--- src/rtl/mem_access_sequencer.sv ---
// ============================================================================
// mem_access_sequencer
// ----------------------------------------------------------------------------
// Multicycle control sequencer for the CPU memory path. Each instruction is
// stepped through FETCH -> DECODE -> EXEC -> (MEM) -> (WRITEBACK), or into
// HALT. The 3-bit state bus is decoded by the data register, instruction
// register and PC logic.
//
// The block owns the memory bus handshake (read/write strobes, byteenable,
// waitrequest stalls) and halts the core on misaligned loads and stores,
// raising a sticky fault flag.
//
// Parameters:
//   RESET_STATE  state encoding entered on reset (FETCH = 0)
//   ADDR_LO_W    width of the low address bits used for alignment/lanes
//
// Ports:
//   clk              in   clock
//   reset            in   synchronous, active-high reset
//   instr_is_load    in   decoded load, sampled in EXEC
//   instr_is_store   in   decoded store, sampled in EXEC
//   instr_is_halt    in   decoded halt, sampled in EXEC
//   instr_writes_rf  in   instruction writes a GPR, sampled in EXEC
//   mem_size         in   0 byte, 1 half, 2/3 word
//   mem_addr_lo      in   effective address low bits
//   waitrequest      in   memory stall (only honoured in FETCH and MEM)
//   state            out  0 FETCH, 1 DECODE, 2 EXEC, 3 MEM, 4 WRITEBACK, 5 HALT
//   read             out  memory read strobe
//   write            out  memory write strobe
//   byteenable       out  active byte lanes
//   ir_load          out  instruction register capture pulse
//   pc_write         out  PC update pulse
//   rf_write         out  register file write enable
//   active           out  high until one cycle after HALT is entered
//   fault            out  sticky misalignment flag
//   stall_cycles     out  (MEM_STALL_COUNT_EN only) count of stalled
//                         read/write cycles, saturating, frozen in HALT
//
// Optional feature macro: MEM_STALL_COUNT_EN
// ============================================================================
module mem_access_sequencer #(
    parameter int RESET_STATE = 0,
    parameter int ADDR_LO_W   = 2
) (
    input  logic                 clk,
    input  logic                 reset,
    input  logic                 instr_is_load,
    input  logic                 instr_is_store,
    input  logic                 instr_is_halt,
    input  logic                 instr_writes_rf,
    input  logic [1:0]           mem_size,
    input  logic [ADDR_LO_W-1:0] mem_addr_lo,
    input  logic                 waitrequest,
    output logic [2:0]           state,
    output logic                 read,
    output logic                 write,
    output logic [3:0]           byteenable,
    output logic                 ir_load,
    output logic                 pc_write,
    output logic                 rf_write,
    output logic                 active,
`ifdef MEM_STALL_COUNT_EN
    output logic [31:0]          stall_cycles,
`endif
    output logic                 fault
);

    typedef enum logic [2:0] {
        S_FETCH     = 3'd0,
        S_DECODE    = 3'd1,
        S_EXEC      = 3'd2,
        S_MEM       = 3'd3,
        S_WRITEBACK = 3'd4,
        S_HALT      = 3'd5
    } state_t;

    localparam state_t RST_STATE = state_t'(RESET_STATE[2:0]);

    state_t     state_q;
    logic       load_q;
    logic       writes_rf_q;
    logic [3:0] be_q;
    logic       fault_q;
    logic       active_q;

    logic [3:0] be_calc;
    logic       misaligned;
    logic       is_mem_op;

    // Lane selection and alignment check for the access presented in EXEC.
    // Size 3 is handled as a word access.
    always_comb begin
        be_calc    = 4'b0000;
        misaligned = 1'b0;
        case (mem_size)
            2'd0: begin
                be_calc    = 4'b0001 << mem_addr_lo;
                misaligned = 1'b0;
            end
            2'd1: begin
                be_calc    = mem_addr_lo[1] ? 4'b1100 : 4'b0011;
                misaligned = mem_addr_lo[0];
            end
            default: begin
                be_calc    = 4'b1111;
                misaligned = (mem_addr_lo != '0);
            end
        endcase
    end

    assign is_mem_op = instr_is_load | instr_is_store;

    // Main sequencer. The decode inputs and the lane mask are latched in EXEC
    // so that MEM and WRITEBACK do not depend on the decoder staying stable.
    // A simultaneous load and store is treated as a load, which is why only
    // the load flag is kept.
    always_ff @(posedge clk) begin
        if (reset) begin
            state_q     <= RST_STATE;
            load_q      <= 1'b0;
            writes_rf_q <= 1'b0;
            be_q        <= 4'b0000;
            fault_q     <= 1'b0;
            active_q    <= 1'b1;
        end else begin
            case (state_q)
                S_FETCH: begin
                    if (!waitrequest) begin
                        state_q <= S_DECODE;
                    end
                end
                S_DECODE: begin
                    state_q <= S_EXEC;
                end
                S_EXEC: begin
                    load_q      <= instr_is_load;
                    writes_rf_q <= instr_writes_rf;
                    be_q        <= be_calc;
                    if (instr_is_halt) begin
                        state_q <= S_HALT;
                    end else if (is_mem_op && misaligned) begin
                        state_q <= S_HALT;
                        fault_q <= 1'b1;
                    end else if (is_mem_op) begin
                        state_q <= S_MEM;
                    end else begin
                        state_q <= S_WRITEBACK;
                    end
                end
                S_MEM: begin
                    if (!waitrequest) begin
                        state_q <= load_q ? S_WRITEBACK : S_FETCH;
                    end
                end
                S_WRITEBACK: begin
                    state_q <= S_FETCH;
                end
                S_HALT: begin
                    active_q <= 1'b0;
                end
                default: begin
                    state_q <= S_FETCH;
                end
            endcase
        end
    end

    // Strobes and pulses are decoded from the current state. Reset gates them
    // combinationally so an in-flight transfer is dropped in the same cycle
    // reset is seen, not one cycle later.
    always_comb begin
        read       = 1'b0;
        write      = 1'b0;
        byteenable = 4'b0000;
        ir_load    = 1'b0;
        pc_write   = 1'b0;
        rf_write   = 1'b0;
        if (!reset) begin
            case (state_q)
                S_FETCH: begin
                    read       = 1'b1;
                    byteenable = 4'b1111;
                    ir_load    = !waitrequest;
                end
                S_MEM: begin
                    byteenable = be_q;
                    if (load_q) begin
                        read = 1'b1;
                    end else begin
                        write    = 1'b1;
                        pc_write = !waitrequest;
                    end
                end
                S_WRITEBACK: begin
                    rf_write = writes_rf_q | load_q;
                    pc_write = 1'b1;
                end
                default: begin
                    read = 1'b0;
                end
            endcase
        end
    end

    assign state  = state_q;
    assign active = active_q;
    assign fault  = fault_q;

`ifdef MEM_STALL_COUNT_EN
    logic [31:0] stall_q;

    // Counts bus cycles lost to waitrequest. Read/write are already zero in
    // HALT, but the explicit HALT check keeps the count frozen regardless.
    always_ff @(posedge clk) begin
        if (reset) begin
            stall_q <= 32'd0;
        end else if ((read | write) && waitrequest && (state_q != S_HALT)
                     && (stall_q != 32'hFFFF_FFFF)) begin
            stall_q <= stall_q + 32'd1;
        end
    end

    assign stall_cycles = stall_q;
`endif

endmodule

--- config.mk ---
export PLATFORM = sky130hd
export DESIGN_NAME = mem_access_sequencer
export DESIGN_NICKNAME = d
export VERILOG_FILES = /design/src/rtl/mem_access_sequencer.sv
export SDC_FILE = /design/constraint.sdc
export NUM_CORES = 1
export LEC_CHECK = 0
export BUFFER_PORTS_ARGS = -buffer_cell sky130_fd_sc_hd__buf_2
export CORE_MARGIN = 2
export CORE_UTILIZATION = 30
export DETAILED_ROUTE_END_ITERATION = 8
export GPL_TIMING_DRIVEN = 0
export PLACE_DENSITY_LB_ADDON = 0.12
export SYNTH_ARGS = -nofsm -noshare
export SYNTH_HDL_FRONTEND = slang
export SYNTH_SLANG_ARGS = --single-unit
--- constraint.sdc ---
create_clock -name clk -period 3.8 [get_ports clk]
set_clock_uncertainty 0.15 [all_clocks]
set_input_delay 0.76 -clock clk [delete_from_list [all_inputs] [get_ports clk]]
set_output_delay 0.76 -clock clk [all_outputs]
set_load 0.03 [all_outputs]
==> results of run 1 <==
[layout make-up]
cell class	instances	area, µm²
fill	230	1160
sequential	11	220
inverter	4	15.0
timing repair buffer	24	120
tap	27	33.8
multi-input combinational	62	353
buffer	5	37.5
clock buffer	4	26.3
[registers in the layout, indices dropped and copies added, names as in the netlist]
name and cells:
writes_rf_q 1, load_q 1, state 3, active 1
be_q 4, fault 1
[synthesized netlist by cell type, types with 2 or more instances]
cell type	n
o21ai_0	5
inv_1	3
a21oi_1	12
dfxtp_1	11
buf_6	2
clkbuf_1	2
mux2i_1	2
o22ai_1	4
nor2_1	21
nor4_1	4
[how the worst max path moves through the flow]
stage / start / endpoint / slack [ns] / cells after the start
floorplan: reset / ir_load / 0.81 / 3
global placement: reset / ir_load / 1.16 / 5
detailed placement: reset / write / 1.16 / 5
CTS: reset / write / 1.16 / 5
global route: reset / ir_load / 1.02 / 5
finish: reset / ir_load / 1.13 / 5
[kinds of logic after synthesis]
group,synth area share [%]
buf+inv,8.40
compound gates,26.8
simple gates,26.4
mux,3.20
flops,35.2
[layer usage]
metal / routed length [µm] / share of wire, % / vias up
li1: - / - / 356
met5: 0 / 0 / -
met2: 626 / 42 / 17
met4: 9 / 0.61 / 0
met3: 81 / 5.5 / 2
met1: 760 / 51 / 288
[per-stage QoR]
step,util [%],cell area [µm²],hold WS (ns)
CTS,41.1,806,0.312
finish,41.1,806,0.308
floorplan,-,626,0.311
detailed placement,39.7,779,0.292
global placement,39.7,779,0.283
global route,41.1,806,0.339
[power breakdown]
group | leakage (µW) | switching, µW | internal [µW]
clock network | 0.0000150 | 39.5 | 40.6
logic | 0.000237 | 51.2 | 29.6
registers | 0.0000896 | 4.98 | 121
==> impl_metrics.csv, run 1 <==
group,metric,value,unit
clock_tree,cts_resized,0,
critical_path,critPathLaunchType,"primary input",
die,num_rows,16,
yosys,yosys_warnings,0,
yosys,postSynthCellCount,82,
grt,grt_pass1_vias,624,
run_status,status,"finished clean",
yosys,synth_area_leaders,"dfxtp_1 35%, nor2_1 13%, a21oi_1 9.6%, nor4_1 4.0%, o21ai_0 4.0%",
placement,hpwl,1.16,mm
placement,post-place-cells,133,
die,initial_core_util,31.9,%
critical_path,crit_fanout,7,
grt,met3_usage,3.03,%
critical_path,reg2reg_depth,5,
routing,route.detailed.drc,0,
sta,slew_violations,0,
finish,area_growth,28.8,%
yosys,synth_area_leader_cell,"dfxtp_1",
finish,nNetsFinal,122,
power,leakage,0.000342,µW
placement,port_buffers,24,
sta,slew_headroom,71.2,%
critical_path,path_common_cell,"buf_2",
grt,busiest_layer,"met2",
yosys,ys_seq_area_share,35.2,%
grt,grt-ovfl-total,0,
clock_tree,cts-htree-levels,1,
clock_tree,ctsHoldBuffers,0,
critical_path,slowest_stage,"or2_2",
die,core_area,1960,µm²
critical_path,crit_buf_inv,3,
critical_path,slowest_delay,0.27,ns
critical_path,crit_type,"in2out",
clock_tree,cts-root-buf,"clkbuf_4",
sta,layout_min_cycle_time,2.67,ns
sta,fmax,374,MHz
critical_path,timing.rr.start,"state[0]",
clock_tree,postCtsSetupBuffers,0,
power,p_total,287,µW
grt,met1_usage,18.0,%
yosys,synth_area_per_cell,7.63,µm²
yosys,synth-main-ff-cell,"dfxtp_1",
finish,drive_above_1_share,32.7,%
grt,grt_max_degree,11,
critical_path,r2r_end,"state[1]",
critical_path,ff2ff_setup_slack,2.29,ns
clock_tree,clk_path_buf_depth,2,
routing,dr.pass1.iters,7,
critical_path,end_kind,"output pin",
finish,fin_cells,137,
die,io_pins,25,
routing,num_vias,663,
finish,final_cell_mix,"24 x buf_2, 21 x nor2_1, 12 x a21oi_1",
hold_path,min_path_type,"reg2reg",
yosys,synth-edff-count,0,
sta,setup_viol,0,
yosys,ys_types,26,
sta,timing.final.ws_setup,1.13,ns
hold_path,min_from,"active",
die,die_w,49.7,µm
grt,grt_pass1_wl,2.59,mm
routing,wl,1.48,mm
sta,worst_pin_slew,0.432,ns
power,p_per_area,356,nW/µm²
hold_path,min_path_cells,1,
yosys,async_flop_share,0,%
critical_path,cp.required,2.89,ns
hold_path,hold_end,"active",
die,die_area,2470,µm²
critical_path,critical_path.top_delay_family,"buffers and inverters",
routing,wl_per_cell,10.8,µm
routing,antenna_left,0,
sta,hold_viol,0,
power,irDropWorstVdd,0.223,mV
clock_tree,cts_tree,"built",
grt,grt_util_all_layers,13.4,%
grt,gr-usage-met2,20.4,%
yosys,synth_top_area_share,35.2,%
sta,setup_tns,0,ns
yosys,synth_nets,93,
die,die_y,49.7,µm
clock_tree,numCtsBuffers,3,
critical_path,path_cells,"buf_2, or2_2, clkbuf_1, nor4_1, buf_2",
yosys,syn_area,626,µm²
routing,post_drt_via_cell_ratio,4.84,
finish,antenna-diode-count,0,
grt,antenna_found_initial,0,
clock_tree,cts_sinks,11,
placement,gp_congestion,0.783,
routing,drt-initial-drc-count,22,
sta,period_share,70.3,%
sta,grt_setup_unrepaired,"false",
clock_tree,clk_pin_slew,0.07,ns
yosys,synth-seq-cells,11,
run,maxCapViolCount,0,
placement,dpl_worst_slack,1.16,ns
clock_tree,clk_latency,0.27,ns
critical_path,arrival,1.76,ns
finish,layout_commonest_cell,"buf_2",
Note: power is estimated with default switching activity, not from simulation.
==> run 2, diff against run 1 <==
- ABC_AREA: default -> 1
- clock period: 3.8 -> 2.7 ns (I/O delays scaled with it)
==> run 2 against run 1 <==
Die area is 3.5% higher. Largest power group is now combinational cells. Sequential cell count unchanged. Core utilization up 0.37 points. Non-clock buffer count shrank 4.
==> impl_metrics.csv, run 2 <==
group,metric,value,unit
critical_path,path_cells,"nor2_2, nand2_2, nand2_1, nand2_1, nor2_1, buf_2",
routing,drt-initial-drc-count,25,
clock_tree,numCtsBuffers,3,
routing,wl,1.58,mm
critical_path,path_common_cell,"nand2_1",
routing,route.detailed.drc,0,
critical_path,crit_buf_inv,1,
critical_path,arrival,1.55,ns
clock_tree,clk_path_buf_depth,2,
clock_tree,cts-root-buf,"clkbuf_4",
yosys,synth_commonest_cells,"22 x nand2_1, 18 x nor2_1, 12 x a21oi_1",
sta,setup_tns,0,ns
critical_path,crit_fanout,7,
sta,layout_min_cycle_time,2.24,ns
clock_tree,cts_resized,0,
yosys,async_flop_share,0,%
finish,fin_cells,157,
placement,port_buffers,24,
die,die_y,50.5,µm
yosys,synth.most_common_cell,"nand2_1",
finish,final_cell_mix,"24 x buf_2, 22 x nand2_1, 18 x nor2_1",
routing,wl_per_cell,10.1,µm
yosys,synth-main-ff-cell,"dfxtp_1",
die,die_area,2550,µm²
sta,slew_headroom,70.3,%
sta,hold_viol,0,
yosys,syn_area,649,µm²
finish,seqCellArea,220,µm²
grt,antenna_found_initial,0,
yosys,ys_seq_area_share,33.9,%
die,num_rows,16,
routing,num_vias,729,
sta,timing.hold.ws,0.297,ns
yosys,synth_top_area_share,33.9,%
critical_path,cp.required,2.01,ns
grt,grt_max_degree,11,
die,core_area,2000,µm²
finish,drive_above_1_share,28.5,%
grt,grt_pass1_wl,2.65,mm
yosys,synth_nets,113,
finish,regMostFlops,"be_q",
yosys,yosys_warnings,0,
routing,post_drt_via_cell_ratio,4.64,
critical_path,critPathLaunchType,"flip-flop",
hold_path,min_path_type,"reg2reg",
yosys,synth_area_per_cell,6.37,µm²
sta,setup_viol,0,
routing,antenna_left,0,
placement,hpwl,1.28,mm
routing,dr.pass1.iters,4,
critical_path,end_kind,"output pin",
finish,largest_reg_flops,4,
sta,slew_violations,0,
power,leakage,0.000425,µW
finish,layout_commonest_cell,"buf_2",
power,p_per_area,629,nW/µm²
finish,antenna-diode-count,0,
critical_path,critical_path.top_delay_family,"simple AND/OR/NAND/NOR gates",
placement,post-place-cells,153,
yosys,synth-seq-cells,11,
finish,final_cell_area,830,µm²
clock_tree,cts-htree-levels,1,
finish,fill_cells,237,
die,initial_core_util,32.4,%
die,die_w,50.5,µm
clock_tree,ctsHoldBuffers,0,
grt,grt-ovfl-total,0,
clock_tree,cts_tree,"built",
sta,period_share,82.9,%
critical_path,crit_type,"reg2out",
clock_tree,postCtsSetupBuffers,0,
run_status,status,"finished clean",
placement,place_area,803,µm²
power,irDropWorstVdd,0.224,mV
die,io_pins,25,
yosys,ys_types,20,
yosys,synth_area_leader_cell,"dfxtp_1",
finish,nNetsFinal,142,
yosys,postSynthCellCount,102,
finish,area_growth,27.7,%
yosys,synth_area_leaders,"dfxtp_1 34%, nand2_1 13%, nor2_1 10%, a21oi_1 9.2%, nand3_1 5.4%",
run,maxCapViolCount,0,
yosys,synth-edff-count,0,
critical_path,slowest_stage,"dfxtp_1",
sta,fmax,447,MHz
grt,grt_util_all_layers,13.8,%
placement,gp_congestion,0.793,
critical_path,slowest_delay,0.39,ns
sta,worst_pin_slew,0.446,ns
finish,multi_input_area,378,µm²
clock_tree,cts_sinks,11,
grt,grt_pass1_vias,637,
clock_tree,clk_pin_slew,0.07,ns
clock_tree,clk_latency,0.27,ns
sta,grt_setup_unrepaired,"false",
run 2: path summary, 6_finish.rpt:
path,endpoint,slack (ns),cells past startpoint,from
worst min register to register,active,0.30,2,active
worst max-delay path,byteenable[2],0.46,6,state[0]
worst min-delay path,active,0.30,2,active
worst max register to register,be_q[1],1.32,6,state[1]
run 2: through the flow:
step / util [%] / power [µW] / worst slack (ns)
after floorplan: - / 354 / 0.166
after global placement: 40.1 / 410 / 0.476
after detailed placement: 40.1 / 412 / 0.480
after CTS: 41.4 / 531 / 0.458
after global routing: 41.4 / 560 / 0.284
final: 41.4 / 522 / 0.462
run 2: worst register-to-register path: stages, from the launching register on:
cell and delay (ns):
dfxtp_1 0.42, inv_2 0.08, nor3_4 0.26, inv_4 0.13, nor2_4 0.10, o21ai_1 0.07
a21oi_1 0.11
run 2: routing by layer:
layer	vias up	global-route usage [%]	share of wire, %
li1	390	-	-
met1	319	15.6	45
met2	18	23.5	50
met3	2	2.08	4.2
met4	0	9.46	1.2
met5	-	0	0
run 2: kinds of logic after synthesis:
| family | Yosys count | synth area share (%) |
|---|---|---|
| AOI/OAI and AO/OA | 20 | 16.0 |
| buffers and inverters | 13 | 7.90 |
| DFF | 11 | 33.9 |
| and+or+nand+nor | 58 | 42.2 |
run 2: final cells by class:
class                      instances  share of cell area, %
tap                               27                   4.07
sequential                        11                   26.5
inverter                          12                   5.73
multi-input combinational         78                   45.6
buffer                             1                  0.452
timing repair buffer              24                   14.5
clock buffer                       4                   3.17
run 2: power breakdown:
part	internal (µW)	switching (µW)	total, µW
Sequential	179	18.5	198
Clock	57.2	58.1	115
Combinational	65.2	143	209
Total	302	220	522
